`src/rtl/mem_port_arbiter_if.sv`:
```
// Bundle between the IF/MEM stages, the arbiter and the single shared memory port.
// The arbiter uses the slave modport; the stage/memory side uses master.
interface mem_port_arbiter_if #(
  parameter int ADDR_W = 32
);
  logic              fetch_req;
  logic [ADDR_W-1:0] fetch_addr;
  logic              MemRead;
  logic              MemWrite;
  logic [2:0]        funct3;
  logic [ADDR_W-1:0] data_addr;
  logic [31:0]       data_wdata;
  logic              fetch_valid;
  logic [31:0]       fetch_instr;
  logic              data_valid;
  logic [31:0]       data_rdata;
  logic              misalign;
  logic              bus_err;
  logic              stall_if;
  logic              stall_mem;
  logic              mem_req;
  logic              mem_we;
  logic [ADDR_W-1:0] mem_addr;
  logic [3:0]        mem_be;
  logic [31:0]       mem_wdata;
  logic [31:0]       mem_rdata;
  logic              mem_ready;

  modport slave (
    input  fetch_req, fetch_addr, MemRead, MemWrite, funct3, data_addr, data_wdata,
    input  mem_rdata, mem_ready,
    output fetch_valid, fetch_instr, data_valid, data_rdata, misalign, bus_err,
    output stall_if, stall_mem, mem_req, mem_we, mem_addr, mem_be, mem_wdata
  );

  modport master (
    output fetch_req, fetch_addr, MemRead, MemWrite, funct3, data_addr, data_wdata,
    output mem_rdata, mem_ready,
    input  fetch_valid, fetch_instr, data_valid, data_rdata, misalign, bus_err,
    input  stall_if, stall_mem, mem_req, mem_we, mem_addr, mem_be, mem_wdata
  );
endinterface

```
`src/rtl/mem_port_arbiter.sv`:
```
// Serialises MEM-stage loads/stores and IF-stage fetches onto one memory port.
// Data beats fetch at arbitration; an issued access always runs to completion or timeout.
module mem_port_arbiter #(
  parameter int ADDR_W  = 32,
  parameter int TIMEOUT = 16
) (
  input logic               clk,
  input logic               rst,
  mem_port_arbiter_if.slave bus
);
  localparam int CW = $clog2(TIMEOUT + 1);

  typedef enum logic [1:0] {IDLE, DATA, FETCH, RESP} state_t;

  state_t            state;
  logic [CW-1:0]     cnt, cnt_nxt;
  logic [1:0]        alo_q;
  logic [2:0]        f3_q;
  logic              mem_req_q, mem_we_q;
  logic [ADDR_W-1:0] mem_addr_q;
  logic [3:0]        mem_be_q;
  logic [31:0]       mem_wdata_q;
  logic              fetch_valid_q, data_valid_q, misalign_q, bus_err_q;
  logic [31:0]       fetch_instr_q, data_rdata_q;
  logic              data_req, data_mis;
  logic              unused_ok;

  function automatic logic [3:0] be_of(input logic [2:0] f3, input logic [1:0] a);
    case (f3[1:0])
      2'b00:   be_of = 4'b0001 << a;
      2'b01:   be_of = a[1] ? 4'b1100 : 4'b0011;
      default: be_of = 4'b1111;
    endcase
  endfunction

  function automatic logic [31:0] wdata_of(input logic [2:0] f3, input logic [31:0] w);
    case (f3[1:0])
      2'b00:   wdata_of = {4{w[7:0]}};
      2'b01:   wdata_of = {2{w[15:0]}};
      default: wdata_of = w;
    endcase
  endfunction

  function automatic logic misaligned(input logic [2:0] f3, input logic [1:0] a);
    misaligned = (f3[1:0] == 2'b01 && a[0]) || (f3[1] && a != 2'b00);
  endfunction

  // Lane select plus extension; reserved encodings fall through as word loads.
  function automatic logic [31:0] load_ext(input logic [31:0] w, input logic [1:0] a,
                                           input logic [2:0] f3);
    logic [7:0]  b;
    logic [15:0] h;
    case (a)
      2'd0:    b = w[7:0];
      2'd1:    b = w[15:8];
      2'd2:    b = w[23:16];
      default: b = w[31:24];
    endcase
    h = a[1] ? w[31:16] : w[15:0];
    case (f3)
      3'b000:  load_ext = {{24{b[7]}}, b};
      3'b001:  load_ext = {{16{h[15]}}, h};
      3'b100:  load_ext = {24'h0, b};
      3'b101:  load_ext = {16'h0, h};
      default: load_ext = w;
    endcase
  endfunction

  assign data_req  = bus.MemRead | bus.MemWrite;
  assign data_mis  = misaligned(bus.funct3, bus.data_addr[1:0]);
  assign cnt_nxt   = cnt + CW'(1);
  assign unused_ok = ^bus.fetch_addr[1:0];

  always_ff @(posedge clk or posedge rst) begin
    if (rst) begin
      state         <= IDLE;
      cnt           <= '0;
      alo_q         <= '0;
      f3_q          <= '0;
      mem_req_q     <= 1'b0;
      mem_we_q      <= 1'b0;
      mem_addr_q    <= '0;
      mem_be_q      <= '0;
      mem_wdata_q   <= '0;
      fetch_valid_q <= 1'b0;
      data_valid_q  <= 1'b0;
      misalign_q    <= 1'b0;
      bus_err_q     <= 1'b0;
      fetch_instr_q <= '0;
      data_rdata_q  <= '0;
    end else begin
      fetch_valid_q <= 1'b0;
      data_valid_q  <= 1'b0;
      misalign_q    <= 1'b0;
      bus_err_q     <= 1'b0;
      case (state)
        IDLE: begin
          if (data_req) begin
            alo_q <= bus.data_addr[1:0];
            f3_q  <= bus.funct3;
            if (data_mis) begin
              state        <= RESP;
              data_valid_q <= 1'b1;
              misalign_q   <= 1'b1;
              data_rdata_q <= '0;
            end else begin
              state       <= DATA;
              mem_req_q   <= 1'b1;
              mem_we_q    <= bus.MemWrite;
              mem_addr_q  <= {bus.data_addr[ADDR_W-1:2], 2'b00};
              mem_be_q    <= be_of(bus.funct3, bus.data_addr[1:0]);
              mem_wdata_q <= wdata_of(bus.funct3, bus.data_wdata);
            end
          end else if (bus.fetch_req) begin
            state       <= FETCH;
            mem_req_q   <= 1'b1;
            mem_we_q    <= 1'b0;
            mem_addr_q  <= {bus.fetch_addr[ADDR_W-1:2], 2'b00};
            mem_be_q    <= 4'b1111;
            mem_wdata_q <= '0;
          end
        end
        DATA, FETCH: begin
          if (bus.mem_ready) begin
            mem_req_q <= 1'b0;
            state     <= RESP;
            if (state == DATA) begin
              data_valid_q <= 1'b1;
              data_rdata_q <= load_ext(bus.mem_rdata, alo_q, f3_q);
            end else begin
              fetch_valid_q <= 1'b1;
              fetch_instr_q <= bus.mem_rdata;
            end
          end else if (cnt_nxt == CW'(TIMEOUT)) begin
            // Give up on the memory: the stage still gets its valid, flagged as an error.
            mem_req_q <= 1'b0;
            state     <= RESP;
            bus_err_q <= 1'b1;
            if (state == DATA) begin
              data_valid_q <= 1'b1;
              data_rdata_q <= '0;
            end else begin
              fetch_valid_q <= 1'b1;
              fetch_instr_q <= '0;
            end
          end else begin
            cnt <= cnt_nxt;
          end
        end
        RESP: begin
          state <= IDLE;
          cnt   <= '0;
        end
        default: state <= IDLE;
      endcase
    end
  end

  assign bus.mem_req     = mem_req_q;
  assign bus.mem_we      = mem_we_q;
  assign bus.mem_addr    = mem_addr_q;
  assign bus.mem_be      = mem_be_q;
  assign bus.mem_wdata   = mem_wdata_q;
  assign bus.fetch_valid = fetch_valid_q;
  assign bus.fetch_instr = fetch_instr_q;
  assign bus.data_valid  = data_valid_q;
  assign bus.data_rdata  = data_rdata_q;
  assign bus.misalign    = misalign_q;
  assign bus.bus_err     = bus_err_q;
  assign bus.stall_if    = bus.fetch_req & ~fetch_valid_q;
  assign bus.stall_mem   = data_req & ~data_valid_q;
endmodule
```
`src/flat_wrapper.sv`:
```
// flat-port wrapper written by rule: the top's interface ports become plain ports
module mem_port_arbiter_flat 
#(
  parameter int ADDR_W  = 32,
  parameter int TIMEOUT = 16
)
  (clk, rst, bus_fetch_req, bus_fetch_addr, bus_MemRead, bus_MemWrite, bus_funct3, bus_data_addr, bus_data_wdata, bus_mem_rdata, bus_mem_ready, bus_fetch_valid, bus_fetch_instr, bus_data_valid, bus_data_rdata, bus_misalign, bus_bus_err, bus_stall_if, bus_stall_mem, bus_mem_req, bus_mem_we, bus_mem_addr, bus_mem_be, bus_mem_wdata);
  mem_port_arbiter_if #(.ADDR_W(ADDR_W)) bus_i ();
  input logic clk;
  input logic rst;
  input wire logic [$bits(bus_i.fetch_req)-1:0] bus_fetch_req;
  input wire logic [$bits(bus_i.fetch_addr)-1:0] bus_fetch_addr;
  input wire logic [$bits(bus_i.MemRead)-1:0] bus_MemRead;
  input wire logic [$bits(bus_i.MemWrite)-1:0] bus_MemWrite;
  input wire logic [$bits(bus_i.funct3)-1:0] bus_funct3;
  input wire logic [$bits(bus_i.data_addr)-1:0] bus_data_addr;
  input wire logic [$bits(bus_i.data_wdata)-1:0] bus_data_wdata;
  input wire logic [$bits(bus_i.mem_rdata)-1:0] bus_mem_rdata;
  input wire logic [$bits(bus_i.mem_ready)-1:0] bus_mem_ready;
  output wire logic [$bits(bus_i.fetch_valid)-1:0] bus_fetch_valid;
  output wire logic [$bits(bus_i.fetch_instr)-1:0] bus_fetch_instr;
  output wire logic [$bits(bus_i.data_valid)-1:0] bus_data_valid;
  output wire logic [$bits(bus_i.data_rdata)-1:0] bus_data_rdata;
  output wire logic [$bits(bus_i.misalign)-1:0] bus_misalign;
  output wire logic [$bits(bus_i.bus_err)-1:0] bus_bus_err;
  output wire logic [$bits(bus_i.stall_if)-1:0] bus_stall_if;
  output wire logic [$bits(bus_i.stall_mem)-1:0] bus_stall_mem;
  output wire logic [$bits(bus_i.mem_req)-1:0] bus_mem_req;
  output wire logic [$bits(bus_i.mem_we)-1:0] bus_mem_we;
  output wire logic [$bits(bus_i.mem_addr)-1:0] bus_mem_addr;
  output wire logic [$bits(bus_i.mem_be)-1:0] bus_mem_be;
  output wire logic [$bits(bus_i.mem_wdata)-1:0] bus_mem_wdata;
  assign bus_i.fetch_req = bus_fetch_req;
  assign bus_i.fetch_addr = bus_fetch_addr;
  assign bus_i.MemRead = bus_MemRead;
  assign bus_i.MemWrite = bus_MemWrite;
  assign bus_i.funct3 = bus_funct3;
  assign bus_i.data_addr = bus_data_addr;
  assign bus_i.data_wdata = bus_data_wdata;
  assign bus_i.mem_rdata = bus_mem_rdata;
  assign bus_i.mem_ready = bus_mem_ready;
  assign bus_fetch_valid = bus_i.fetch_valid;
  assign bus_fetch_instr = bus_i.fetch_instr;
  assign bus_data_valid = bus_i.data_valid;
  assign bus_data_rdata = bus_i.data_rdata;
  assign bus_misalign = bus_i.misalign;
  assign bus_bus_err = bus_i.bus_err;
  assign bus_stall_if = bus_i.stall_if;
  assign bus_stall_mem = bus_i.stall_mem;
  assign bus_mem_req = bus_i.mem_req;
  assign bus_mem_we = bus_i.mem_we;
  assign bus_mem_addr = bus_i.mem_addr;
  assign bus_mem_be = bus_i.mem_be;
  assign bus_mem_wdata = bus_i.mem_wdata;
  mem_port_arbiter #(.ADDR_W(ADDR_W), .TIMEOUT(TIMEOUT)) u_core (.clk(clk), .rst(rst), .bus(bus_i));
endmodule
```
`config.mk`:
```
export PLATFORM = sky130hd
export DESIGN_NAME = mem_port_arbiter_flat
export DESIGN_NICKNAME = d
export VERILOG_FILES = /design/src/rtl/mem_port_arbiter_if.sv /design/src/rtl/mem_port_arbiter.sv /design/src/flat_wrapper.sv
export SDC_FILE = /design/constraint.sdc
export NUM_CORES = 1
export LEC_CHECK = 0
export ABC_AREA = 1
export ABC_CLOCK_PERIOD_IN_PS = 11000
export CAP_MARGIN = 5
export CORE_UTILIZATION = 49
export CTS_BUF_LIST = sky130_fd_sc_hd__clkbuf_4 sky130_fd_sc_hd__clkbuf_8
export CTS_CLUSTER_SIZE = 10
export DETAILED_ROUTE_END_ITERATION = 6
export PLACE_DENSITY_LB_ADDON = 0.12
export SLEW_MARGIN = 20
export SYNTH_ARGS = -nofsm -noshare
export SYNTH_HDL_FRONTEND = slang
export SYNTH_SLANG_ARGS = --single-unit
```
`constraint.sdc`:
```
create_clock -name clk -period 11 [get_ports clk]
set_clock_uncertainty 0.2 [all_clocks]
set_input_delay 1.65 -clock clk [delete_from_list [all_inputs] [get_ports clk]]
set_output_delay 1.65 -clock clk [all_outputs]
set_load 0.02 [all_outputs]
```
==> flow_metrics.env, run 1 <==
export IMPL_status="completed"
export IMPL_tightest_slew_ps=1087
export IMPL_cts_root_buffer="clkbuf_8"
export IMPL_finalSetupViolCount=0
export IMPL_vias=7339
export IMPL_cts_hold_buf=0
export IMPL_slowest_stage="clkdlybuf4s50_1"
export IMPL_regToRegSetupSlack_ps=7910
export IMPL_dr_pass1_iters=6
export IMPL_rsz0062_at_grt="no"
export IMPL_cts_htree_levels=4
export IMPL_final_core_util_pct=72.54
export IMPL_grt_max_degree=88
export IMPL_worstHoldStart="u_core.bus.fetch_instr[31]"
export IMPL_min_to="u_core.bus.fetch_instr[31]"
export IMPL_syn_avg_cell_area_um2=7.740
export IMPL_r2r_cells=9
export IMPL_die_w_um=123.5
export IMPL_reg2reg_from="u_core.state[0]"
export IMPL_cts_inserted_buffers=17
export IMPL_synth_area_mm2=0.007237
export IMPL_drt_first_iter_violations=662
export IMPL_place_inst=1339
export IMPL_core_mm2=0.01448
export IMPL_hold_depth=2
export IMPL_clock_sinks=148
export IMPL_power_per_cell_area_mw_per_mm2=286.6
export IMPL_cp_end_kind="output port"
export IMPL_hpwl_um=15180
export IMPL_routedWlPerCell_um=16.01
export IMPL_area_delta_synth_final_pct=45.12
export IMPL_cts_reportedPaths_clkPinSlew_ps=70
export IMPL_insertion_delay_ps=450
export IMPL_route_antenna_remaining_nets=0
export IMPL_cpMostUsedCell="clkdlybuf4s50_1"
export IMPL_finalHoldViolCount=0
export IMPL_post_route_cells_drive_above_1_share_pct=4.630
export IMPL_r2r_end="u_core.bus.mem_wdata[8]"
export IMPL_placed_cell_area_mm2=0.009987
export IMPL_port_buffers=272
export IMPL_grt_first_pass_wirelength_um=34160
export IMPL_fin_area_mm2=0.01050
export IMPL_ir_worst_vdd_mv=0.1265
export IMPL_clk_path_buf_depth=2
export IMPL_worstPathRequired_ps=9150
export IMPL_drv_cap=0
export IMPL_fin_ws_ps=5567
export IMPL_initial_core_util_pct=49.98
export IMPL_cts_setup_buffers=0
export IMPL_grt_antenna_before_repair=0
export IMPL_ys_warn_count=0
export IMPL_multi_input_area_mm2=0.003065
export IMPL_synth_cell_types=26
export IMPL_period_needed_ps=5433
export IMPL_finalSetupTns_ps=0
export IMPL_seq_area_mm2=0.003704
export IMPL_netlist_instances=935
export IMPL_critPathMaxFanout=26
export IMPL_startpoint_type="input port"
export IMPL_cp_data_arrival_time_ps=3580
export IMPL_max_slew_margin_pct=27.44
export IMPL_critPathKind="in -> out"
export IMPL_drc=0
export IMPL_gp_congestion=0.9210
export IMPL_hold_path_class="reg -> reg"
export IMPL_dieArea_mm2=0.01526
export IMPL_track_usage_pct=29.34
export IMPL_grt_pass1_vias=6793
export IMPL_final_cell_count_no_fill=1372
export IMPL_leakage_uw=0.004796
export IMPL_fillerInstances=1192
export IMPL_ioPinCount=277
export IMPL_antennaDiodeCount=0
export IMPL_post_route_period_util_pct=49.39
export IMPL_max_freq_mhz=184.1
export IMPL_cp_cell_sequence="clkdlybuf4s50_1 > nor2_4 > buf_4 > nor2_1 > clkdlybuf4s50_1"
export IMPL_rows=44
export IMPL_die_height_um=123.5
export IMPL_grt_overflow=0
export IMPL_ctsResizeCount=0
export IMPL_slowest_delay_ps=530
export IMPL_synth_seq_cells=148
export IMPL_dpl_worst_slack_ps=5423
export IMPL_via_per_inst=5.349
export IMPL_wl_um=21970
export IMPL_nets=1318
export IMPL_cts_tree="built"
export IMPL_slew_violations=0
export IMPL_ys_seq_area_share_pct=51.18
==> cells in the mapped netlist <==
master | count | area, um^2
nor2_4 | 1 | 11.26
o21a_1 | 6 | 45.04
conb_1 | 1 | 3.750
dfrtp_1 | 148 | 3704
nor3_1 | 2 | 10.01
ha_1 | 6 | 75.07
o21ai_0 | 77 | 385.4
buf_4 | 4 | 30.03
a21oi_1 | 45 | 225.2
o211ai_1 | 9 | 67.56
a21oi_2 | 3 | 26.28
clkinv_1 | 2 | 7.510
a31oi_1 | 34 | 212.7
nand3_1 | 29 | 145.1
nand2_1 | 315 | 1182
inv_1 | 53 | 198.9
buf_2 | 25 | 125.1
inv_2 | 2 | 7.510
clkbuf_1 | 30 | 112.6
nor2_2 | 2 | 12.51
o22ai_1 | 8 | 50.05
nand4_1 | 35 | 219.0
buf_1 | 1 | 3.750
or2_2 | 3 | 18.77
o21ai_2 | 1 | 8.760
nor2_1 | 93 | 349.1
==> per-stage QoR <==
step                      power [uW]  hold slack (ps)
after global placement          2463            252.8
after detailed placement        2492            257.6
after CTS                       3007            277.5
after floorplan                 1841            264.1
final                           3010            276.3
after global routing            3217            296.1
==> placed cells by master, fill, tap and decap left out, types with 3 or more instances in the layout <==
cell,n
a21oi_1,44
a21oi_2,4
a31oi_1,34
buf_4,7
bufinv_16,5
clkbuf_8,20
clkdlybuf4s50_1,272
clkinv_4,3
clkinvlp_4,3
dfrtp_1,148
ha_1,6
inv_1,52
nand2_1,314
nand3_1,29
nand4_1,35
nor2_1,93
o211ai_1,9
o21a_1,6
o21ai_0,77
o22ai_1,8
or2_2,3
==> logic make-up after synthesis <==
| family | after synthesis | synth area share (%) |
|---|---|---|
| flops | 148 | 51.18 |
| fa+ha+maj | 6 | 1.037 |
| buf+inv | 117 | 6.708 |
| other cells | 1 | 0.05182 |
| compound gates | 183 | 14.11 |
| simple gates | 480 | 26.92 |
==> state kept, by name (all words and copies together), names as in the netlist, 2 cells and up <==
register / flops
u_core.f3_q: 3
u_core.state: 2
u_core.bus.data_rdata: 32
u_core.bus.mem_be: 4
u_core.alo_q: 2
u_core.cnt: 5
u_core.bus.mem_addr: 30
u_core.bus.fetch_instr: 32
u_core.bus.mem_wdata: 32
==> worst max-delay path: cells and delay by family <==
kind / cells / cell delay [ps]
simple gates: 2 / 580
buf+inv: 3 / 1340
==> routing by layer <==
metal	share of wire [%]	GRT usage (%)
met4	2.3	11.75
met5	0	0
met3	9.3	8.395
met2	49	48.92
met1	39	35.68
==> worst max-delay path by stage <==
stage	from	endpoint	slack, ps	cells after the start
5_1_grt	bus_MemWrite	bus_stall_mem	5440	5
4_1_cts	bus_MemWrite	bus_stall_mem	5530	5
3_5_place_dp	bus_MemWrite	u_core.bus.mem_wdata[8]	5420	10
2_1_floorplan	rst	u_core.alo_q[0]	5170	1
3_3_place_gp	bus_MemWrite	u_core.bus.mem_wdata[8]	5450	10
6_report	bus_MemWrite	bus_stall_mem	5570	5
==> cell type report <==
| class | count | area share [%] |
|---|---|---|
| multi-input cells | 671 | 29.19 |
| clock buffers | 21 | 2.692 |
| inverters | 57 | 2.085 |
| repair buffers | 280 | 26.69 |
| well taps | 184 | 2.192 |
| flip-flops and latches | 148 | 35.26 |
| clock inverters | 11 | 1.894 |
==> power breakdown <==
group | switching, uW | internal (uW) | total (uW)
Combinational | 950 | 636 | 1590
Clock | 214 | 292 | 506
Sequential | 145 | 774 | 919
Total | 1310 | 1700 | 3010
Power figures use the tool's default switching activity.
==> inputs of run 2 (changes only) <==
Settings changed: ABC_CLOCK_PERIOD_IN_PS 11000 to 5080, CORE_UTILIZATION 49 to 46.
Clock period 11 ns to 5.08 ns, I/O delays scaled along.
==> flow_metrics.env, run 2 (same netlist as run 1, synthesis figures left out) <==
export IMPL_slowest_delay_ps=540
export IMPL_rows=45
export IMPL_cpMostUsedCell="clkdlybuf4s50_1"
export IMPL_wl_um=22280
export IMPL_drv_cap=0
export IMPL_gp_congestion=0.8492
export IMPL_track_usage_pct=28.13
export IMPL_drt_first_iter_violations=590
export IMPL_placed_cell_area_mm2=0.01006
export IMPL_ioPinCount=277
export IMPL_fin_area_mm2=0.01052
export IMPL_cp_cell_sequence="clkdlybuf4s50_1 > nor2_4 > nor2_1 > clkdlybuf4s50_1"
export IMPL_grt_overflow=0
export IMPL_insertion_delay_ps=450
export IMPL_layout_common_cells="nand2_1 (315), clkdlybuf4s50_1 (272), dfrtp_1 (148), nor2_1 (93), o21ai_0 (77)"
export IMPL_via_per_inst=5.119
export IMPL_hold_path_class="reg -> reg"
export IMPL_routedWlPerCell_um=15.91
export IMPL_rsz0062_at_grt="no"
export IMPL_post_route_cells_drive_above_1_share_pct=4.626
export IMPL_route_antenna_remaining_nets=0
export IMPL_die_w_um=127.4
export IMPL_ctsResizeCount=0
export IMPL_vias=7172
export IMPL_grt_antenna_before_repair=1
export IMPL_critPathMaxFanout=11
export IMPL_worstPathRequired_ps=4120
export IMPL_cts_hold_buf=0
export IMPL_slew_violations=0
export IMPL_startpoint_type="input port"
export IMPL_dieArea_mm2=0.01624
export IMPL_ir_worst_vdd_mv=0.2617
export IMPL_critPathKind="in -> out"
export IMPL_finalSetupTns_ps=0
export IMPL_crit_family="buffers and inverters"
export IMPL_grt_first_pass_wirelength_um=35290
export IMPL_fillerInstances=1344
export IMPL_clk_path_buf_depth=2
export IMPL_area_delta_synth_final_pct=45.35
export IMPL_finalSetupViolCount=0
export IMPL_nets=1320
export IMPL_max_freq_mhz=322.9
export IMPL_cts_htree_levels=4
export IMPL_drc=0
export IMPL_status="completed"
export IMPL_dr_pass1_iters=5
export IMPL_dpl_worst_slack_ps=1574
export IMPL_post_route_period_util_pct=60.96
export IMPL_cts_root_buffer="clkbuf_8"
export IMPL_tightest_slew_ps=1038
export IMPL_final_common_cell="nand2_1"
export IMPL_finalHoldViolCount=0
export IMPL_clock_sinks=148
export IMPL_die_height_um=127.4
export IMPL_period_needed_ps=3097
export IMPL_max_slew_margin_pct=30.73
export IMPL_cp_data_arrival_time_ps=2130
export IMPL_path_buf_inv=2
export IMPL_cp_end_kind="output port"
export IMPL_leakage_uw=0.004801
export IMPL_grt_pass1_vias=6879
export IMPL_cts_reportedPaths_clkPinSlew_ps=80
export IMPL_slowest_stage="clkdlybuf4s50_1"
export IMPL_cts_inserted_buffers=17
export IMPL_power_per_cell_area_mw_per_mm2=614.9
export IMPL_fin_ws_ps=1983
export IMPL_core_mm2=0.01526
export IMPL_cts_setup_buffers=0
export IMPL_cts_tree="built"
export IMPL_grt_max_degree=135
export IMPL_power_uw=6468
export IMPL_hpwl_um=15570
export IMPL_port_buffers=272
export IMPL_initial_core_util_pct=47.43
## run 2: changes by cell type in the layout (fill, tap and decap cells not counted), sizes merged
cell and delta:
buf +2, clkinvlp -2, clkbuf +2, bufinv -1, diode +1
## run 2: stage by stage
step | cells | hold WS [ps] | util [%]
after floorplan | 936 | 264.1 | -
after global placement | 1369 | 252.4 | 65.90
after detailed placement | 1369 | 258.2 | 65.90
after CTS | 1400 | 278.3 | 68.90
after global routing | 1401 | 291.3 | 68.94
final | 1401 | 272.9 | 68.94
## run 2: final timing paths
path / startpoint / to / slack [ps] / depth (start not counted)
setup / recovery: bus_MemWrite / bus_stall_mem / 1980 / 4
hold / removal: u_core.bus.fetch_instr[18] / u_core.bus.fetch_instr[18] / 270 / 2
setup reg to reg: u_core.state[0] / u_core.bus.data_rdata[23] / 2020 / 9
hold reg to reg: u_core.bus.fetch_instr[18] / u_core.bus.fetch_instr[18] / 270 / 2
max in group asynchronous: rst / u_core.bus.fetch_instr[8] / 3110 / 3
min in group asynchronous: rst / u_core.bus.fetch_instr[24] / 630 / 2
## run 2: routing by layer
layer / part of all wire (%) / global-route usage (%)
met1: 41 / 33.98
met2: 49 / 46.03
met3: 8.1 / 9.255
met4: 2.4 / 12.11
met5: 0 / 0
## run 2: layout make-up
class | count | area [um^2] | share of cell area (%)
Sequential cell | 148 | 3704 | 35.21
Multi-Input combinational cell | 671 | 3063 | 29.12
Timing Repair Buffer | 282 | 2810 | 26.72
Clock buffer | 23 | 310.3 | 2.950
Tap cell | 211 | 264.0 | 2.510
Inverter | 57 | 219.0 | 2.082
Clock inverter | 8 | 146.4 | 1.392
Antenna cell | 1 | 2.502 | 0.02379
## run 2: worst register-to-register path, delay by kind of cell, from the launching register on
| kind | cells | cell delay, ps |
|---|---|---|
| buffers and inverters | 3 | 1040 |
| adder cells (fa/ha/maj) | 1 | 660 |
| AO/OA/AOI/OAI | 2 | 440 |
| flip-flops | 1 | 410 |
| AND/OR/NAND/NOR | 3 | 260 |
## run 2: report_power, final
part | internal [uW] | switching (uW) | total (uW)
Clock | 603 | 450 | 1050
Combinational | 1380 | 2050 | 3430
Sequential | 1680 | 310 | 1990
Total | 3660 | 2810 | 6470
==> inputs of run 3 (changes only) <==
Settings changed: ABC_CLOCK_PERIOD_IN_PS 5080 to 2700, CORE_UTILIZATION 46 to 41.
Clock period 5.08 ns to 2.7 ns, I/O delays scaled along.
==> flow_metrics.env, run 3 (same netlist as run 1, synthesis figures left out) <==
export IMPL_grt_first_pass_wirelength_um=36740
export IMPL_grt_overflow=0
export IMPL_p_int_uw=7392
export IMPL_rows=48
export IMPL_cp_end_kind="output port"
export IMPL_power_share_sequential_pct=29.3
export IMPL_nets=1346
export IMPL_initial_core_util_pct=41.99
export IMPL_finalHoldViolCount=0
export IMPL_die_w_um=134.9
export IMPL_path_buf_inv=2
export IMPL_cts_hold_buf=0
export IMPL_cp_cell_sequence="clkdlybuf4s50_1 > nor2_4 > nor2_1 > clkdlybuf4s50_1"
export IMPL_finalSetupTns_ps=0
export IMPL_grt_max_degree=49
export IMPL_cpMostUsedCell="clkdlybuf4s50_1"
export IMPL_critPathMaxFanout=6
export IMPL_grt_pass1_vias=6944
export IMPL_clock_sinks=148
export IMPL_hold_path_class="in -> async"
export IMPL_crit_family="buffers and inverters"
export IMPL_slowest_delay_ps=660
export IMPL_cts_setup_buffers=0
export IMPL_drc=0
export IMPL_top_layer_used="met4"
export IMPL_final_common_cell="nand2_1"
export IMPL_antennaDiodeCount=0
export IMPL_fillerInstances=1566
export IMPL_cp_data_arrival_time_ps=1790
export IMPL_insertion_delay_ps=440
export IMPL_route_antenna_remaining_nets=0
export IMPL_tightest_slew_ps=722.5
export IMPL_track_usage_pct=26.32
export IMPL_ioPinCount=277
export IMPL_swShare_pct=41.95
export IMPL_final_core_util_pct=63.14
export IMPL_cts_htree_levels=4
export IMPL_worstPathRequired_ps=2100
export IMPL_die_height_um=134.9
export IMPL_port_buffers=272
export IMPL_dieArea_mm2=0.01819
export IMPL_vias=7304
export IMPL_core_mm2=0.01724
export IMPL_dpl_worst_slack_ps=160.4
export IMPL_cts_tree="built"
export IMPL_dr_pass1_iters=5
export IMPL_routedWlPerCell_um=16.05
export IMPL_cts_root_buffer="clkbuf_8"
export IMPL_p_sw_uw=5343
export IMPL_power_per_cell_area_mw_per_mm2=1170
export IMPL_clockPowerShare_pct=17.6
export IMPL_max_freq_mhz=418.1
export IMPL_max_slew_margin_pct=51.83
export IMPL_grt_antenna_before_repair=0
export IMPL_post_route_period_util_pct=88.58
export IMPL_startpoint_type="input port"
export IMPL_layout_common_cells="nand2_1 (315), clkdlybuf4s50_1 (272), dfrtp_1 (148), nor2_1 (93), o21ai_0 (77)"
export IMPL_hpwl_um=16940
export IMPL_rsz0062_at_grt="no"
export IMPL_ctsResizeCount=0
export IMPL_ir_worst_vdd_mv=0.6850
export IMPL_clk_path_buf_depth=2
export IMPL_dr_wl_met2_um=11160
export IMPL_finalSetupViolCount=0
export IMPL_leakage_uw=0.004986
export IMPL_met3WireLength_um=1858
export IMPL_drv_cap=0
export IMPL_status="completed"
export IMPL_gp_congestion=0.8230
export IMPL_fin_ws_ps=308.3
export IMPL_wl_met1_um=9552
export IMPL_combinationalPowerShare_pct=53.1
export IMPL_area_delta_synth_final_pct=50.38
export IMPL_drt_first_iter_violations=589
export IMPL_period_needed_ps=2392
export IMPL_slew_violations=0
export IMPL_slowest_stage="clkdlybuf4s50_1"
export IMPL_wl_um=23120
export IMPL_critPathKind="in -> out"
export IMPL_post_route_cells_drive_above_1_share_pct=6.743
export IMPL_cts_inserted_buffers=17
export IMPL_cts_reportedPaths_clkPinSlew_ps=80
export IMPL_via_per_inst=5.069
-- run 3: power by group through the flow --
stage / clock network (uW) / registers (uW) / logic [uW]
after floorplan: 0 / 4710 / 2790
after global placement: 0 / 3740 / 6720
after detailed placement: 0 / 3750 / 6790
after CTS: 2280 / 3740 / 6810
after global routing: 2390 / 3850 / 7350
final: 2240 / 3730 / 6760
-- run 3: worst paths after layout --
path	slack [ps]	startpoint	cells after the start	endpoint
worst max-delay path	310	bus_MemRead	4	bus_stall_mem
worst min-delay path	120	rst	2	u_core.bus.bus_err
worst max register to register	440	u_core.state[1]	11	u_core.bus.data_rdata[8]
worst min register to register	270	u_core.bus.fetch_instr[28]	2	u_core.bus.fetch_instr[28]
max in group asynchronous	1520	rst	3	u_core.bus.data_rdata[18]
min in group clk	270	u_core.bus.fetch_instr[28]	2	u_core.bus.fetch_instr[28]
-- run 3: layer usage --
metal | track usage [%] | vias up
met3 | 7.432 | 40
met5 | 0 | -
met4 | 10.05 | 0
met2 | 42.73 | 279
met1 | 33.25 | 3393
li1 | - | 3592
-- run 3: cell type report --
cell class / count / area (um^2) / area share, %
inverter: 57 / 217.7 / 2.000
clock buffer: 24 / 305.3 / 2.805
timing repair buffer: 308 / 3093 / 28.42
sequential: 148 / 3704 / 34.03
clock inverter: 8 / 219.0 / 2.012
tap: 225 / 281.5 / 2.587
multi-input combinational: 671 / 3063 / 28.14
-- run 3: metrics by stage --
step / hold WS, ps / cell area (um^2) / std cells / power (uW)
2_1_floorplan: 264.1 / 7244 / 936 / 7502
3_3_place_gp: 252.6 / 10350 / 1409 / 10450
3_5_place_dp: 260.6 / 10360 / 1409 / 10540
4_1_cts: 119.8 / 10880 / 1441 / 12820
5_1_grt: 142.2 / 10880 / 1441 / 13590
6_report: 125.0 / 10880 / 1441 / 12740
